**src/rtl/lcd_byte_writer.sv**
```systemverilog
// HD44780 4-bit write-only engine: byte -> two nibble strobes -> execution wait.
// Define LCD_INIT_EN to build the power-on initialisation sequence.
module lcd_byte_writer #(
  parameter int T_POWERUP = 60000,
  parameter int T_INIT1   = 16400,
  parameter int T_INIT2   = 400,
  parameter int T_CMD     = 160,
  parameter int T_CLEAR   = 6400
) (
  input  logic       clk_4Mhz,
  input  logic       rst,
  input  logic       wr_valid,
  output logic       wr_ready,
  input  logic       wr_rs,
  input  logic [7:0] wr_data,
  output logic       init_done,
  output logic [3:0] LCD_DATA,
  output logic       LCD_EN,
  output logic       LCD_RS,
  output logic       LCD_RW
);
  localparam logic [15:0] W_CMD   = 16'(T_CMD - 1);
  localparam logic [15:0] W_CLEAR = 16'(T_CLEAR - 1);

  typedef enum logic [2:0] {
    IDLE, SETUP, EN_HI, HOLD, EXEC_WAIT
`ifdef LCD_INIT_EN
    , PWR_WAIT, INIT_NIB, INIT_WAIT
`endif
  } state_t;

  state_t      state;
  logic [15:0] cnt;
  logic [15:0] wait_q;
  logic [7:0]  byte_q;
  logic        lo_q;
  logic        en_ph;

  // Clear (0x01) and home (0x02/0x03) need the long execution time.
  function automatic logic [15:0] exec_len(input logic rs, input logic [7:0] d);
    return (!rs && (d == 8'h01 || d == 8'h02 || d == 8'h03)) ? W_CLEAR : W_CMD;
  endfunction

  assign LCD_RW = 1'b0;

`ifdef LCD_INIT_EN
  localparam logic [15:0] W_PWR   = 16'(T_POWERUP - 1);
  localparam logic [15:0] W_INIT1 = 16'(T_INIT1 - 1);
  localparam logic [15:0] W_INIT2 = 16'(T_INIT2 - 1);

  // step 0..3: single init nibbles; 4..7: full init bytes
  logic [2:0] step;
  logic       single_q;

  function automatic logic [15:0] init_wait(input logic [2:0] s);
    case (s)
      3'd0:    return W_INIT1;
      3'd1:    return W_INIT2;
      default: return W_CMD;
    endcase
  endfunction

  function automatic logic [7:0] init_byte(input logic [2:0] s);
    case (s)
      3'd4:    return 8'h28;
      3'd5:    return 8'h0C;
      3'd6:    return 8'h01;
      default: return 8'h06;
    endcase
  endfunction
`endif

  always_ff @(posedge clk_4Mhz) begin
    if (rst) begin
      LCD_EN    <= 1'b0;
      LCD_RS    <= 1'b0;
      LCD_DATA  <= 4'h0;
      wr_ready  <= 1'b0;
      init_done <= 1'b0;
      byte_q    <= 8'h00;
      wait_q    <= W_CMD;
      lo_q      <= 1'b0;
      en_ph     <= 1'b0;
`ifdef LCD_INIT_EN
      state     <= PWR_WAIT;
      cnt       <= W_PWR;
      step      <= 3'd0;
      single_q  <= 1'b0;
`else
      state     <= IDLE;
      cnt       <= 16'h0;
`endif
    end else begin
      case (state)
        IDLE: begin
          if (wr_valid && wr_ready) begin
            wr_ready <= 1'b0;
            byte_q   <= wr_data;
            wait_q   <= exec_len(wr_rs, wr_data);
            LCD_RS   <= wr_rs;
            LCD_DATA <= wr_data[7:4];
            lo_q     <= 1'b0;
            state    <= SETUP;
          end else begin
            wr_ready  <= 1'b1;
            init_done <= 1'b1;
          end
        end
        SETUP: begin
          LCD_EN <= 1'b1;
          en_ph  <= 1'b0;
          state  <= EN_HI;
        end
        EN_HI: begin
          if (!en_ph) begin
            en_ph <= 1'b1;
          end else begin
            LCD_EN <= 1'b0;
            state  <= HOLD;
          end
        end
        HOLD: begin
`ifdef LCD_INIT_EN
          if (single_q) begin
            single_q <= 1'b0;
            cnt      <= init_wait(step);
            state    <= INIT_WAIT;
          end else
`endif
          if (!lo_q) begin
            lo_q     <= 1'b1;
            LCD_DATA <= byte_q[3:0];
            state    <= SETUP;
          end else begin
            cnt   <= wait_q;
            state <= EXEC_WAIT;
          end
        end
        EXEC_WAIT: begin
          if (cnt != 16'h0) begin
            cnt <= cnt - 16'h1;
          end
`ifdef LCD_INIT_EN
          else if (!init_done && step != 3'd7) begin
            step     <= step + 3'd1;
            byte_q   <= init_byte(step + 3'd1);
            wait_q   <= exec_len(1'b0, init_byte(step + 3'd1));
            LCD_DATA <= init_byte(step + 3'd1) >> 4;
            lo_q     <= 1'b0;
            state    <= SETUP;
          end
`endif
          else begin
            wr_ready  <= 1'b1;
            init_done <= 1'b1;
            state     <= IDLE;
          end
        end
`ifdef LCD_INIT_EN
        PWR_WAIT: begin
          if (cnt != 16'h0) begin
            cnt <= cnt - 16'h1;
          end else begin
            LCD_DATA <= 4'h3;
            LCD_RS   <= 1'b0;
            single_q <= 1'b1;
            state    <= INIT_NIB;
          end
        end
        // setup cycle of a lone init nibble
        INIT_NIB: begin
          LCD_EN <= 1'b1;
          en_ph  <= 1'b0;
          state  <= EN_HI;
        end
        INIT_WAIT: begin
          if (cnt != 16'h0) begin
            cnt <= cnt - 16'h1;
          end else if (step == 3'd3) begin
            step     <= 3'd4;
            byte_q   <= init_byte(3'd4);
            wait_q   <= exec_len(1'b0, init_byte(3'd4));
            LCD_DATA <= init_byte(3'd4) >> 4;
            lo_q     <= 1'b0;
            state    <= SETUP;
          end else begin
            step     <= step + 3'd1;
            LCD_DATA <= (step == 3'd2) ? 4'h2 : 4'h3;
            single_q <= 1'b1;
            state    <= INIT_NIB;
          end
        end
`endif
        default: state <= IDLE;
      endcase
    end
  end
endmodule

```
**config.mk**
```make
export PLATFORM = sky130hd
export DESIGN_NAME = lcd_byte_writer
export DESIGN_NICKNAME = d
export VERILOG_FILES = /design/src/rtl/lcd_byte_writer.sv
export SDC_FILE = /design/constraint.sdc
export NUM_CORES = 1
export LEC_CHECK = 0
export ABC_AREA = 1
export CAP_MARGIN = 10
export CORE_MARGIN = 8
export CORE_UTILIZATION = 55
export DETAILED_ROUTE_END_ITERATION = 6
export PLACE_DENSITY = 0.75
export SLEW_MARGIN = 20
export SYNTH_ARGS = -nofsm -noshare
export SYNTH_HDL_FRONTEND = slang
export SYNTH_SLANG_ARGS = --single-unit
```
**constraint.sdc**
```tcl
create_clock -name clk_4Mhz -period 2.35 [get_ports clk_4Mhz]
set_clock_uncertainty 0.2 [all_clocks]
set_input_delay 0.3525 -clock clk_4Mhz [delete_from_list [all_inputs] [get_ports clk_4Mhz]]
set_output_delay 0.3525 -clock clk_4Mhz [all_outputs]
set_load 0.005 [all_outputs]
```
## Word-level counts from Yosys, hierarchy flattened

Cells that the tools add are included.

- Word-level logic and storage cells: 67
- Output and inout port bits: 9
- Flip-flop bits (word level): 49

- $add $sub $neg: 1
- Muxes and demuxes: 22
- Reduce and logical (&&, ||, !) cells: 19
- Equality and inequality tests: 14

Operator list:

| operator | number |
|---|---|
| $mux 16 | 2 |
| $pmux 16 s2 | 1 |
| $eq 8x2->1 const B | 2 |
| $reduce_bool 16->1 | 1 |
| $sub 16x1->16 const B | 1 |
| $pmux 3 s5 | 1 |
| $ne 2x2->1 const B | 7 |
| $mux 13 | 1 |
| $mux 3 | 4 |
| $reduce_and 3->1 | 4 |
| $pmux 1 s2 | 5 |
| $eq 8x1->1 const B | 1 |
| $mux 4 | 2 |
| $pmux 4 s2 | 1 |
| $reduce_and 2->1 | 4 |
| $reduce_bool 2->1 | 4 |
| $eq 3x2->1 const B | 2 |
| $mux 1 | 5 |
| $eq 3x1->1 const B | 1 |
| $eq 3x3->1 const B | 1 |
| $logic_not 3->1 | 1 |
| $logic_and 1x1->1 | 2 |
| $logic_or 1x1->1 | 2 |
| $logic_not 1->1 | 1 |

## Depth between registers and ports, before layout

- Word-level depth: 5
- Mapped depth: 11

## Worst setup path after synthesis

No wires, ideal clock.

- Path kind: reg2reg
- From: register cnt[0]
- To: register cnt[15]
- Stages on the path, launching flop included: 11
- Clock period less this slack: 1661 ps
- Path slack: 689 ps
- Data arrival time: 1346 ps
- Buffers on the path: 1
- Cells stage by stage: dfxtp_1 > inv_1 > ha_1 > nand2_1 > nor2_1 > nand2_2 > nand2_4 > nand2_8 > buf_6 > a21oi_1 > nor2_1

- Cells in the longest elaborated chain, start to end: 3
- Elaborated cells on any way between the ends: 6

Ends and longest elaborated chain:

| element | RTL line | RTL |
|---|---|---|
| start, declared | 33 | `logic [15:0] cnt;` |
| start signal, assigned | 135 | `cnt <= wait_q;` |
| start signal, assigned | 141 | `cnt <= cnt - 16'h1;` |
| $sub 16x1->16 or $reduce_bool 16->1 (tied branches) | 141, 140 |  |
| $mux 16 or $ne 2x2->1 (tied branches) | -- |  |
| $pmux 16 s2 or $reduce_and 3->1 (tied branches) | -- |  |

Parallel ways exist; a longest one is shown, timed or not. The select of a mux whose other input is x is not followed.
A chain may end at the register's enable or synchronous reset.

## Worst setup path in the final report

- From: register cnt[0]
- To: register cnt[13]

Same word-level chain as after synthesis.

==> run_results.csv <==
group,metric,value,unit
sta,fin_crit_sh,0.7857,
routing,drc,0,
yosys,synth_top_area_frac,0.3855,
setup_path,path_max_fanout,8,
die,pin_count,21,
die,die_y,72.66,um
yosys,ys_types,35,
yosys,ys_top_cells_by_count,"nand2_1, nor2_1, dfxtp_1, inv_1, a21oi_1",
finish,area_delta_synth_final,15.66,%
yosys,syn-num-nets,276,
clocking,clk_latency,340,ps
yosys,async_reset_ff_frac,0,
placed_design,dp.cells,323,
die,die-area,5279,sq um
clocking,cts_hold_buf,0,
finish,final_layout_size_suffix_gt1_frac,0.08392,
placed_design,place.gp.congestion,0.8732,
setup_path,crit_required,2390,ps
clocking,htreeDepth,2,
setup_path,critPathLaunchType,"register",
finish,diodes,0,
power_and_ir_drop,p_leak,0.9357,nW
yosys,dominantRegCellSynth,"dfxtp_1",
setup_path,criticalPathCategory,"reg -> reg",
status,outcome,"finished clean",
clocking,cts_sinks,34,
power_and_ir_drop,peakVddDrop,0.5531,mV
global_route,grt_pass1_vias,1534,
sta,hold_viol,0,
job,cap_viol_max_count,0,
yosys,synth.largest_area_cell,"dfxtp_1",
yosys,ys_ff_latch,34,
yosys,ys_seq_area_frac,0.3855,
finish,fillers,287,
die,num_rows,20,
finish,final_cells,330,
yosys,syn_area,1765,sq um
clocking,cts_tree,"built",
yosys,synth.most_common_cell,"nand2_1",
routing,vias,1634,
routing,drt_pass1_iterations,4,
global_route,grt_first_pass_wirelength,6458,um
sta,slew_headroom,0.5616,
die,coreArea,3053,sq um
global_route,grt_overflow,0,
setup_path,endpoint_kind,"register",
setup_path,critPathArrivalTime,1890,ps
global_route,grt_max_degree,20,
sta,grt_setup_unrepaired,"false",
sta,finalSetupViolCount,0,
power_and_ir_drop,p_per_area,718.9,nW/um^2
die,die_w,72.66,um
routing,post_drt_wl_per_cell,11.12,um
sta,final_max_slew_viol_count,0,
yosys,synth-edff-count,0,
global_route,grt_use_total,0.1514,
finish,fin_nets,299,
routing,drtAntennaViolNets,0,
worst_hold_path,holdCritPathClass,"reg -> reg",
clocking,cts_buffer_depth,2,
clocking,clockRootBuffer,"clkbuf_4",
setup_path,rrSetupSlack,500,ps
yosys,yosysWarnings,0,
clocking,cts_resized,0,
sta,setup_tns,0,ps
routing,via_per_inst,4.952,
die,initial_core_util,0.5783,
sta,max_freq,0.5416,GHz
clocking,path_clk_slew,110,ps
routing,routed_wl,3669,um
clocking,cts_made_buffers,5,
placed_design,place_hpwl,2701,um
sta,worstMarginPinSlew,654.0,ps
yosys,synthTopCellsByArea,"dfxtp_1, nand2_1, nor2_1",
yosys,syn_inst,263,
sta,holdWs,246.4,ps
placed_design,portBuffers,19,
global_route,antenna_found_initial,0,
clocking,post_cts_buffers,0,
sta,fin_crit,1846,ps
routing,drt-initial-drc-count,77,
yosys,synth_area_per_cell,6.713,sq um
layout make-up:
type                            instances  area [sq um]  area share
Tap cell                               44         55.05     0.02696
Multi-Input combinational cell        185         900.9      0.4412
Inverter                               38         147.6     0.07230
Clock buffer                            7         45.04     0.02206
Timing Repair Buffer                   22         212.7      0.1042
Sequential cell                        34         680.7      0.3333
worst max-delay path, cell delays in order, from the launching register on:
cell and delay [ps]:
dfxtp_1 310, inv_1 100, ha_1 200, nand2_1 140
nor2_1 160, nand2_2 90, a21oi_2 340, nor2_1 90
nor2_1 100, nor2_1 40
metal layers:
| metal | vias to the layer above | part of all wire | GRT usage |
|---|---|---|---|
| li1 | 886 | - | - |
| met1 | 712 | 0.50 | 0.1830 |
| met2 | 30 | 0.45 | 0.2455 |
| met3 | 6 | 0.037 | 0.05082 |
| met4 | 0 | 0.011 | 0.04667 |
| met5 | - | 0 | 0 |
per-stage QoR:
stage               setup WS [ps]  power (mW)  instance area, sq um  utilization
floorplan                   688.7       1.008                  1765            -
global placement            459.8       1.181                  1997       0.6541
detailed placement          465.2       1.186                  1997       0.6541
CTS                         491.9       1.484                  2042       0.6689
global route                301.8       1.572                  2042       0.6689
finish                      503.6       1.468                  2042       0.6689
power breakdown:
| group | switching (mW) | internal, mW |
|---|---|---|
| logic | 0.224 | 0.204 |
| clock network | 0.189 | 0.113 |
| registers | 0.0598 | 0.679 |
| total | 0.473 | 0.995 |
cell usage in the layout (no fill, tap or decap):
cell	Yosys	routed
a21oi_2	1	1
clkbuf_1	1	2
xnor2_1	2	2
o211ai_1	1	1
nor4_1	2	2
nor2_2	2	2
nor2_4	1	1
a221oi_1	1	1
nand3b_1	1	1
a31oi_1	1	1
nand2_8	1	1
o21ai_0	23	23
ha_1	1	1
a21oi_1	28	28
inv_2	2	2
inv_4	2	2
nor3_2	1	1
nor2_1	38	38
nand2_4	1	1
o21ai_1	1	1
clkbuf_4	0	5
inv_1	34	34
nor2_8	1	1
buf_4	1	3
nand4_1	1	1
nand2_2	1	1
nand2_1	53	53
o21ai_2	1	1
nand3_1	17	17
or2_2	2	2
nor3_1	2	2
conb_1	1	1
clkdlybuf4s50_1	0	19
dfxtp_1	34	34
state kept, by name, indices dropped and copies added (netlist names):
name,cells
cnt,16
en_ph,1
LCD_EN,1
lo_q,1
state,3
init_done,1
wait_q,1
wr_ready,1
LCD_RS,1
byte_q,4
LCD_DATA,4
final timing paths:
check                      to  depth (start not counted)   startpoint
setup / recovery      cnt[13]                          9       cnt[0]
hold / removal    LCD_DATA[2]                          2  LCD_DATA[2]
setup reg to reg      cnt[13]                          9       cnt[0]
hold reg to reg   LCD_DATA[2]                          2  LCD_DATA[2]
cell families after synthesis:
| group | synth area share |
|---|---|
| flip-flops | 0.3855 |
| other | 0.002124 |
| buffers and inverters | 0.1042 |
| AND/OR/NAND/NOR | 0.3211 |
| XOR/XNOR | 0.009924 |
| adder cells (fa/ha/maj) | 0.007086 |
| AO/OA/AOI/OAI | 0.1701 |
Power figures use the tool's default switching activity.
